[src/rtl/mem_port_arbiter_pkg.sv]
`default_nettype none
// ============================================================================
// Module   : mem_port_arbiter_pkg
// Purpose  : Shared types for the unified memory port arbiter: the buffered
//            request record, the arbiter state encoding and small helpers.
// Contents : mem_req_t        - addr / rmask / wmask / wdata of one request
//            mem_arb_state_t  - IDLE, ISSUE_I, ISSUE_D, WAIT_I, WAIT_D
//            c_streak_w       - width of the dmem grant streak counter
//            req_active()     - true when a request record carries any mask
// Revision : 1.0 - initial release
// ============================================================================
package mem_port_arbiter_pkg;

   typedef struct packed {
      logic [31:0] addr;
      logic [3:0]  rmask;
      logic [3:0]  wmask;
      logic [31:0] wdata;
   } mem_req_t;

   typedef enum logic [2:0] {
      ST_IDLE    = 3'd0,
      ST_ISSUE_I = 3'd1,
      ST_ISSUE_D = 3'd2,
      ST_WAIT_I  = 3'd3,
      ST_WAIT_D  = 3'd4
   } mem_arb_state_t;

   // Streak counter width covers the full legal STARVE_LIMIT range (1..15).
   localparam int c_streak_w = 4;

   function automatic logic req_active(input mem_req_t r);
      return (r.rmask | r.wmask) != 4'h0;
   endfunction

endpackage
`default_nettype wire

[src/rtl/mem_port_arbiter_if.sv]
`default_nettype none
// ============================================================================
// Module   : mem_port_arbiter_if
// Purpose  : One memory-port bundle (request + response). Used for the cpu
//            instruction port, the cpu data port and the unified memory port.
// Ports    : addr[31:0], rmask[3:0], wmask[3:0], wdata[31:0] - request
//            rdata[31:0], resp                                 - response
// Modports : master - issues requests, receives responses
//            slave  - receives requests, returns responses
// Revision : 1.0 - initial release
// ============================================================================
interface mem_port_arbiter_if;
   logic [31:0] addr;
   logic [3:0]  rmask;
   logic [3:0]  wmask;
   logic [31:0] wdata;
   logic [31:0] rdata;
   logic        resp;

   modport master (output addr, output rmask, output wmask, output wdata,
                   input  rdata, input  resp);
   modport slave  (input  addr, input  rmask, input  wmask, input  wdata,
                   output rdata, output resp);
endinterface
`default_nettype wire

[src/rtl/mem_port_arbiter_req_buffer.sv]
`default_nettype none
// ============================================================================
// Module   : mem_req_buffer
// Purpose  : One-entry holding register (valid + mem_req_t) for a requester.
// Ports    : clk, rst     - clock, synchronous active-high reset
//            i_capture    - load i_req and set valid at the next edge
//            i_clear      - drop the entry at the next edge (wins over capture)
//            i_req        - request to capture
//            o_valid      - entry is occupied
//            o_req        - stored request
// Revision : 1.0 - initial release
// ============================================================================
module mem_req_buffer
   import mem_port_arbiter_pkg::*;
(
   input  wire logic     clk,
   input  wire logic     rst,
   input  wire logic     i_capture,
   input  wire logic     i_clear,
   input  wire mem_req_t i_req,
   output logic          o_valid,
   output mem_req_t      o_req
);

   logic     valid_q, valid_d;
   mem_req_t req_q,   req_d;

   always_comb begin
      valid_d = valid_q;
      req_d   = req_q;
      if (i_clear) begin
         valid_d = 1'b0;
      end else if (i_capture) begin
         valid_d = 1'b1;
         req_d   = i_req;
      end
   end

   always_ff @(posedge clk) begin
      if (rst) begin
         valid_q <= 1'b0;
         req_q   <= '0;
      end else begin
         valid_q <= valid_d;
         req_q   <= req_d;
      end
   end

   assign o_valid = valid_q;
   assign o_req   = req_q;

endmodule
`default_nettype wire

[src/rtl/mem_port_arbiter.sv]
`default_nettype none
// ============================================================================
// Module   : mem_port_arbiter
// Purpose  : Shares one unified memory port between the cpu instruction port
//            (imem) and data port (dmem). One pending request is buffered per
//            requester, one transaction is granted at a time and the response
//            is routed back to its owner. dmem has priority; after
//            STARVE_LIMIT consecutive dmem grants with imem waiting, imem wins.
// Ports    : clk, rst       - clock, synchronous active-high reset
//            imem (slave)   - fetch port, request = rmask != 0
//            dmem (slave)   - data port, request = (rmask | wmask) != 0
//            mem  (master)  - unified port; masks pulse one cycle, addr/wdata
//                             held until resp
//            perf_igrant, perf_dgrant, perf_conflict (32 each) - only when
//                             MEM_ARB_PERF_CNT_EN is defined
// Config   : MEM_ARB_PERF_CNT_EN - adds grant / conflict performance counters
// Revision : 1.0 - initial release
// ============================================================================
module mem_port_arbiter
   import mem_port_arbiter_pkg::*;
#(
   parameter int unsigned STARVE_LIMIT = 4
) (
   input  wire logic          clk,
   input  wire logic          rst,
   mem_port_arbiter_if.slave  imem,
   mem_port_arbiter_if.slave  dmem,
   mem_port_arbiter_if.master mem
`ifdef MEM_ARB_PERF_CNT_EN
   ,
   output logic [31:0]        perf_igrant,
   output logic [31:0]        perf_dgrant,
   output logic [31:0]        perf_conflict
`endif
);

   localparam logic [c_streak_w-1:0] c_limit = c_streak_w'(STARVE_LIMIT);

   mem_arb_state_t        state_q, state_d;
   mem_req_t              grant_q, grant_d;
   logic [c_streak_w-1:0] streak_q, streak_d;

   logic     w_i_new, w_d_new;
   logic     w_i_busy, w_d_busy;
   logic     w_i_valid, w_d_valid;
   mem_req_t w_i_in, w_d_in;
   mem_req_t w_i_req, w_d_req;

   // ------------------------------------------------------------------------
   // Request capture. A requester is busy while its buffer is full or its
   // transaction is in flight; the WAIT cycle carrying mem.resp is no longer
   // busy, so a new request in the same cycle as its own response is taken.
   // ------------------------------------------------------------------------
   always_comb begin
      w_i_new  = imem.rmask != 4'h0;
      w_d_new  = (dmem.rmask | dmem.wmask) != 4'h0;
      w_i_busy = w_i_valid || (state_q == ST_ISSUE_I) ||
                 ((state_q == ST_WAIT_I) && !mem.resp);
      w_d_busy = w_d_valid || (state_q == ST_ISSUE_D) ||
                 ((state_q == ST_WAIT_D) && !mem.resp);

      // Fetches never write, so the write fields are forced quiet.
      w_i_in       = '0;
      w_i_in.addr  = imem.addr;
      w_i_in.rmask = imem.rmask;

      w_d_in       = '0;
      w_d_in.addr  = dmem.addr;
      w_d_in.rmask = dmem.rmask;
      w_d_in.wmask = dmem.wmask;
      w_d_in.wdata = dmem.wdata;
   end

   mem_req_buffer u_ibuf (
      .clk       (clk),
      .rst       (rst),
      .i_capture (w_i_new && !w_i_busy),
      .i_clear   (state_q == ST_ISSUE_I),
      .i_req     (w_i_in),
      .o_valid   (w_i_valid),
      .o_req     (w_i_req)
   );

   mem_req_buffer u_dbuf (
      .clk       (clk),
      .rst       (rst),
      .i_capture (w_d_new && !w_d_busy),
      .i_clear   (state_q == ST_ISSUE_D),
      .i_req     (w_d_in),
      .o_valid   (w_d_valid),
      .o_req     (w_d_req)
   );

   // ------------------------------------------------------------------------
   // FSM: state register
   // ------------------------------------------------------------------------
   always_ff @(posedge clk) begin
      if (rst) begin
         state_q  <= ST_IDLE;
         grant_q  <= '0;
         streak_q <= '0;
      end else begin
         state_q  <= state_d;
         grant_q  <= grant_d;
         streak_q <= streak_d;
      end
   end

   // ------------------------------------------------------------------------
   // FSM: next state
   // ------------------------------------------------------------------------
   always_comb begin
      state_d = state_q;
      unique case (state_q)
         ST_IDLE: begin
            if (w_i_valid && w_d_valid) begin
               state_d = (streak_q == c_limit) ? ST_ISSUE_I : ST_ISSUE_D;
            end else if (w_i_valid) begin
               state_d = ST_ISSUE_I;
            end else if (w_d_valid) begin
               state_d = ST_ISSUE_D;
            end
         end
         ST_ISSUE_I: state_d = ST_WAIT_I;
         ST_ISSUE_D: state_d = ST_WAIT_D;
         ST_WAIT_I,
         ST_WAIT_D: begin
            if (mem.resp) begin
               state_d = ST_IDLE;
            end
         end
         default:    state_d = ST_IDLE;
      endcase
   end

   // ------------------------------------------------------------------------
   // Grant register and starvation streak. The granted request is latched on
   // the IDLE->ISSUE transition so addr/wdata stay stable through the whole
   // transaction even after the buffer is freed.
   // ------------------------------------------------------------------------
   always_comb begin
      grant_d = grant_q;
      if (state_q == ST_IDLE) begin
         if (state_d == ST_ISSUE_I) begin
            grant_d = w_i_req;
         end else if (state_d == ST_ISSUE_D) begin
            grant_d = w_d_req;
         end
      end

      streak_d = streak_q;
      if ((state_q == ST_ISSUE_I) || !w_i_valid) begin
         streak_d = '0;
      end else if ((state_q == ST_ISSUE_D) && (streak_q != c_limit)) begin
         streak_d = streak_q + 1'b1;
      end
   end

   // ------------------------------------------------------------------------
   // FSM: outputs
   // ------------------------------------------------------------------------
   always_comb begin
      mem.addr  = grant_q.addr;
      mem.wdata = grant_q.wdata;
      mem.rmask = 4'h0;
      mem.wmask = 4'h0;
      if ((state_q == ST_ISSUE_I) || (state_q == ST_ISSUE_D)) begin
         mem.rmask = grant_q.rmask;
         mem.wmask = grant_q.wmask;
      end

      // Responses outside WAIT_* (stale or post-reset) are swallowed here.
      imem.resp  = mem.resp && (state_q == ST_WAIT_I);
      dmem.resp  = mem.resp && (state_q == ST_WAIT_D);
      imem.rdata = mem.rdata;
      dmem.rdata = mem.rdata;
   end

`ifdef MEM_ARB_PERF_CNT_EN
   logic [31:0] perf_igrant_q,   perf_igrant_d;
   logic [31:0] perf_dgrant_q,   perf_dgrant_d;
   logic [31:0] perf_conflict_q, perf_conflict_d;

   always_comb begin
      perf_igrant_d   = perf_igrant_q;
      perf_dgrant_d   = perf_dgrant_q;
      perf_conflict_d = perf_conflict_q;
      if (state_q == ST_ISSUE_I) perf_igrant_d = perf_igrant_q + 32'd1;
      if (state_q == ST_ISSUE_D) perf_dgrant_d = perf_dgrant_q + 32'd1;
      if ((state_q == ST_IDLE) && w_i_valid && w_d_valid) begin
         perf_conflict_d = perf_conflict_q + 32'd1;
      end
   end

   always_ff @(posedge clk) begin
      if (rst) begin
         perf_igrant_q   <= '0;
         perf_dgrant_q   <= '0;
         perf_conflict_q <= '0;
      end else begin
         perf_igrant_q   <= perf_igrant_d;
         perf_dgrant_q   <= perf_dgrant_d;
         perf_conflict_q <= perf_conflict_d;
      end
   end

   assign perf_igrant   = perf_igrant_q;
   assign perf_dgrant   = perf_dgrant_q;
   assign perf_conflict = perf_conflict_q;
`endif

`ifndef SYNTHESIS
   // Protocol checks: a new request while the same requester is still busy
   // is dropped by the capture logic above; fetches must never write.
   always @(posedge clk) begin
      if (!rst) begin
         assert (!(w_i_new && w_i_busy));
         assert (!(w_d_new && w_d_busy));
         assert (imem.wmask == 4'h0);
      end
   end
`endif

endmodule
`default_nettype wire

[src/flat_wrapper.sv]
// flat-port wrapper written by rule: the top's interface ports become plain ports
module mem_port_arbiter_flat import mem_port_arbiter_pkg::*;
#(
   parameter int unsigned STARVE_LIMIT = 4
)
  (clk, rst, imem_addr, imem_rmask, imem_wmask, imem_wdata, imem_rdata, imem_resp, dmem_addr, dmem_rmask, dmem_wmask, dmem_wdata, dmem_rdata, dmem_resp, mem_addr, mem_rmask, mem_wmask, mem_wdata, mem_rdata, mem_resp);
  mem_port_arbiter_if imem_i ();
  mem_port_arbiter_if dmem_i ();
  mem_port_arbiter_if mem_i ();
  input  wire logic clk;
  input  wire logic rst;
  input wire logic [$bits(imem_i.addr)-1:0] imem_addr;
  input wire logic [$bits(imem_i.rmask)-1:0] imem_rmask;
  input wire logic [$bits(imem_i.wmask)-1:0] imem_wmask;
  input wire logic [$bits(imem_i.wdata)-1:0] imem_wdata;
  output wire logic [$bits(imem_i.rdata)-1:0] imem_rdata;
  output wire logic [$bits(imem_i.resp)-1:0] imem_resp;
  input wire logic [$bits(dmem_i.addr)-1:0] dmem_addr;
  input wire logic [$bits(dmem_i.rmask)-1:0] dmem_rmask;
  input wire logic [$bits(dmem_i.wmask)-1:0] dmem_wmask;
  input wire logic [$bits(dmem_i.wdata)-1:0] dmem_wdata;
  output wire logic [$bits(dmem_i.rdata)-1:0] dmem_rdata;
  output wire logic [$bits(dmem_i.resp)-1:0] dmem_resp;
  output wire logic [$bits(mem_i.addr)-1:0] mem_addr;
  output wire logic [$bits(mem_i.rmask)-1:0] mem_rmask;
  output wire logic [$bits(mem_i.wmask)-1:0] mem_wmask;
  output wire logic [$bits(mem_i.wdata)-1:0] mem_wdata;
  input wire logic [$bits(mem_i.rdata)-1:0] mem_rdata;
  input wire logic [$bits(mem_i.resp)-1:0] mem_resp;
  assign imem_i.addr = imem_addr;
  assign imem_i.rmask = imem_rmask;
  assign imem_i.wmask = imem_wmask;
  assign imem_i.wdata = imem_wdata;
  assign imem_rdata = imem_i.rdata;
  assign imem_resp = imem_i.resp;
  assign dmem_i.addr = dmem_addr;
  assign dmem_i.rmask = dmem_rmask;
  assign dmem_i.wmask = dmem_wmask;
  assign dmem_i.wdata = dmem_wdata;
  assign dmem_rdata = dmem_i.rdata;
  assign dmem_resp = dmem_i.resp;
  assign mem_addr = mem_i.addr;
  assign mem_rmask = mem_i.rmask;
  assign mem_wmask = mem_i.wmask;
  assign mem_wdata = mem_i.wdata;
  assign mem_i.rdata = mem_rdata;
  assign mem_i.resp = mem_resp;
  mem_port_arbiter #(.STARVE_LIMIT(STARVE_LIMIT)) u_core (.clk(clk), .rst(rst), .imem(imem_i), .dmem(dmem_i), .mem(mem_i));
endmodule
[config.mk]
export PLATFORM = sky130hd
export DESIGN_NAME = mem_port_arbiter_flat
export DESIGN_NICKNAME = d
export VERILOG_FILES = /design/src/rtl/mem_port_arbiter_pkg.sv /design/src/rtl/mem_port_arbiter_if.sv /design/src/rtl/mem_port_arbiter_req_buffer.sv /design/src/rtl/mem_port_arbiter.sv /design/src/flat_wrapper.sv
export SDC_FILE = /design/constraint.sdc
export NUM_CORES = 1
export LEC_CHECK = 0
export BUFFER_PORTS_ARGS = -buffer_cell sky130_fd_sc_hd__buf_2
export CAP_MARGIN = 20
export CELL_PAD_IN_SITES_DETAIL_PLACEMENT = 0
export CELL_PAD_IN_SITES_GLOBAL_PLACEMENT = 1
export CORE_MARGIN = 2
export CORE_UTILIZATION = 39
export DETAILED_ROUTE_END_ITERATION = 16
export GPL_ROUTABILITY_DRIVEN = 0
export PLACE_DENSITY = 0.92
export SLEW_MARGIN = 30
export SYNTH_ARGS = -nofsm -noshare
export SYNTH_HDL_FRONTEND = slang
export SYNTH_SLANG_ARGS = --single-unit
export TNS_END_PERCENT = 30
[constraint.sdc]
create_clock -name clk -period 5.7 [get_ports clk]
set_input_delay 0.285 -clock clk [delete_from_list [all_inputs] [get_ports clk]]
set_output_delay 0.285 -clock clk [all_outputs]
set_load 0.02 [all_outputs]
==> flow_metrics.py <==
metrics = {
    "route": {
        "drc": 0,
        "wirelength_um": 20000,
        "dr_total_vias": 6222,
        "firstDrtPassIters": 4,
        "wl_per_cell_um": 15.8,
        "drtAntennaViolNets": 0,
        "vias_per_cell": 4.92,
        "drt_iter0_markers": 333,
    },
    "synthesis": {
        "synth_seq_area_share": 0.432,
        "synth_area_sq_um": 8760,
        "avgSynthCellArea_sq_um": 9.21,
        "synth_top_cell_by_area": "dfxtp_1",
        "synth_seq_cells": 189,
        "yosysWarnings": 0,
        "synth_nets": 1133,
        "post_synth_inst_count": 952,
        "synth.top_cell.area_share": 0.432,
        "synth_enable_flop_cells": 0,
        "synthTopCellsByArea": "dfxtp_1 (43%), mux2i_1 (12%), buf_4 (12%)",
        "ys_top_cells_by_count": "dfxtp_1 (189), nand2b_1 (145), buf_4 (137)",
        "ys_types": 33,
        "async_flop_share": 0,
        "synthFlopType": "dfxtp_1",
        "yosysMostFrequentCell": "dfxtp_1",
    },
    "global_route": {
        "grt_pass1_wl_um": 31600,
        "busiest_layer": "met2",
        "global_route.usage.met2": 0.277,
        "grt_pass1_vias": 6190,
        "gr-usage-met1": 0.205,
        "grt_max_degree": 105,
        "overflow": 0,
        "grt_usage": 0.167,
        "use_met3": 0.0600,
        "antenna_found_initial": 4,
    },
    "finish": {
        "antennaDiodeCount": 0,
        "syn_to_final_growth_pct": 7.55,
        "layout-drive-gt1-share": 0.238,
        "final_nets": 1153,
        "fin_util": 0.429,
    },
    "power": {
        "power_density_nw_per_um2": 405,
        "p_leak_nw": 4.16,
        "total_power_mw": 3.82,
        "ir_drop_uv": 188,
    },
    "placed_design": {
        "hpwlAfterDp_um": 12700,
        "port_buffers": 184,
    },
    "clock_network": {
        "cts_tree": "built",
        "clock_latency_ns": 0.43,
        "post_cts_resized": 0,
        "clock_sinks": 189,
        "cts_setup_buffers": 0,
        "cts_buffer_depth": 2,
        "h-tree-depth": 4,
        "clk_pin_slew_ns": 0.07,
        "postCtsHoldBufs": 0,
        "cts_buffers": 17,
        "root_buffer": "clkbuf_16",
    },
    "die": {
        "num_rows": 54,
        "dieArea_sq_um": 23700,
        "fp.dieH_um": 154,
        "io-pin-count": 317,
        "die_w_um": 154,
        "start_util": 0.399,
        "coreArea_sq_um": 22000,
    },
    "timing": {
        "tightest_slew_ns": 0.904,
        "tns_ns": 0,
        "setup_viol": 0,
        "finalCritPeriodShare": 0.506,
        "maxSlewHeadroom": 0.398,
        "rsz0062_at_grt": "no",
        "fin_crit_ns": 2.88,
        "skew_ns": 0.00780,
        "hold_violations": 0,
        "fmax_mhz": 347,
        "maxSlewViolCount": 0,
    },
    "worst_setup_path": {
        "crit_arrival_ns": 3.24,
        "reg2regPathDepth": 5,
        "crit_fanout": 40,
        "r2r_end": "u_core.u_dbuf.o_req[58]$_SDFFE_PP0P_",
        "required_ns": 6.05,
        "worst-r2r-setup-slack_ns": 2.82,
        "critPathCaptureType": "register",
        "r2r-start": "u_core.state_q[1]$_SDFF_PP0_",
        "path_class": "reg2reg",
        "start_kind": "register",
    },
    "min_path": {
        "hold_start": "imem_addr[28]",
        "holdCritPathClass": "in2reg",
        "min_path_cells": 3,
        "worstHoldEndpoint": "u_core.u_ibuf.o_req[68]$_SDFFE_PP0P_",
    },
    "run_status": {
        "status": "finished clean",
    },
    "job": {
        "drv_cap": 0,
    },
}
==> placed cells by master, fill, tap and decap left out, drive strengths merged, types with 3 or more instances in the layout <==
master,Yosys,final
buf,153,194
dfxtp,189,189
nand2b,145,145
nor2,118,118
mux2i,108,108
nor3,74,74
nor4,39,39
a22oi,36,36
clkbuf,40,17
inv,5,13
and2,9,9
nand2,7,7
a21oi,5,5
nand3,4,4
a211oi,3,3
clkinvlp,0,3
clkinv,0,3
==> flip-flops by register name (all words and copies together) (netlist names) <==
signal,cells
u_core.u_ibuf.o_req,36
u_core.u_dbuf.o_req,72
u_core.mem.addr,32
u_core.u_ibuf.o_valid,1
u_core.u_dbuf.o_valid,1
u_core.streak_q,4
u_core.state_q,3
u_core.grant_q,8
u_core.mem.wdata,32
==> final cells by class <==
type | instances | area [sq um]
fillers | 2139 | 12500
flip-flops and latches | 189 | 3780
multi-input cells | 565 | 3690
repair buffers | 194 | 1000
clock buffers | 17 | 425
well taps | 280 | 350
clock inverters | 15 | 153
inverters | 5 | 18.8
==> worst max path at each step <==
| stage | start | to | slack [ns] | cells after the start |
|---|---|---|---|---|
| 5_1_grt | u_core.state_q[1]$_SDFF_PP0_ | u_core.u_dbuf.o_req[58]$_SDFFE_PP0P_ | 2.56 | 5 |
| 3_3_place_gp | u_core.state_q[1]$_SDFF_PP0_ | u_core.u_dbuf.o_req[2]$_SDFFE_PP0P_ | 2.86 | 5 |
| 4_1_cts | u_core.state_q[1]$_SDFF_PP0_ | u_core.u_dbuf.o_req[58]$_SDFFE_PP0P_ | 2.77 | 5 |
| 3_5_place_dp | u_core.state_q[1]$_SDFF_PP0_ | u_core.u_dbuf.o_req[46]$_SDFFE_PP0P_ | 2.81 | 5 |
| 6_report | u_core.state_q[1]$_SDFF_PP0_ | u_core.u_dbuf.o_req[58]$_SDFFE_PP0P_ | 2.82 | 5 |
| 2_1_floorplan | u_core.streak_q[0]$_SDFFE_PP0P_ | u_core.mem.addr[10]$_SDFFE_PP0P_ | 3.92 | 7 |
==> stage by stage <==
step,std cells,hold WS [ns],cell area [sq um],setup slack [ns]
finish,1265,0.0877,9430,2.82
global route,1265,0.0753,9430,2.56
CTS,1265,0.0701,9430,2.77
detailed placement,1233,0.466,8850,2.81
global placement,1233,0.461,8850,2.86
floorplan,952,0.432,8760,3.92
==> cell families after synthesis <==
group,after synthesis,synth area share
muxes,108,0.123
buffers and inverters,198,0.153
and+or+nand+nor,402,0.241
DFF,189,0.432
adders and majority gates,2,0.00285
xor gates and xnor gates,4,0.00400
AOI/OAI and AO/OA,49,0.0438
==> power breakdown <==
group | switching [mW] | internal [mW]
Sequential | 0.108 | 1.52
Combinational | 0.627 | 0.375
Clock | 0.573 | 0.620
Total | 1.31 | 2.51
==> routing by layer <==
metal  up-vias  share of wire
met5         -         0.0023
li1       3092              -
met2       162           0.46
met4         8          0.011
met1      2929           0.45
met3        31          0.072
==> critical path, cell delays in order, from the launching register on <==
cell     delay [ns]
dfxtp_1        0.44
nor3b_1        0.58
a31oi_1        0.20
nand3_4        0.64
buf_4          0.64
mux2i_1        0.28
(Power assumes the default switching activity.)
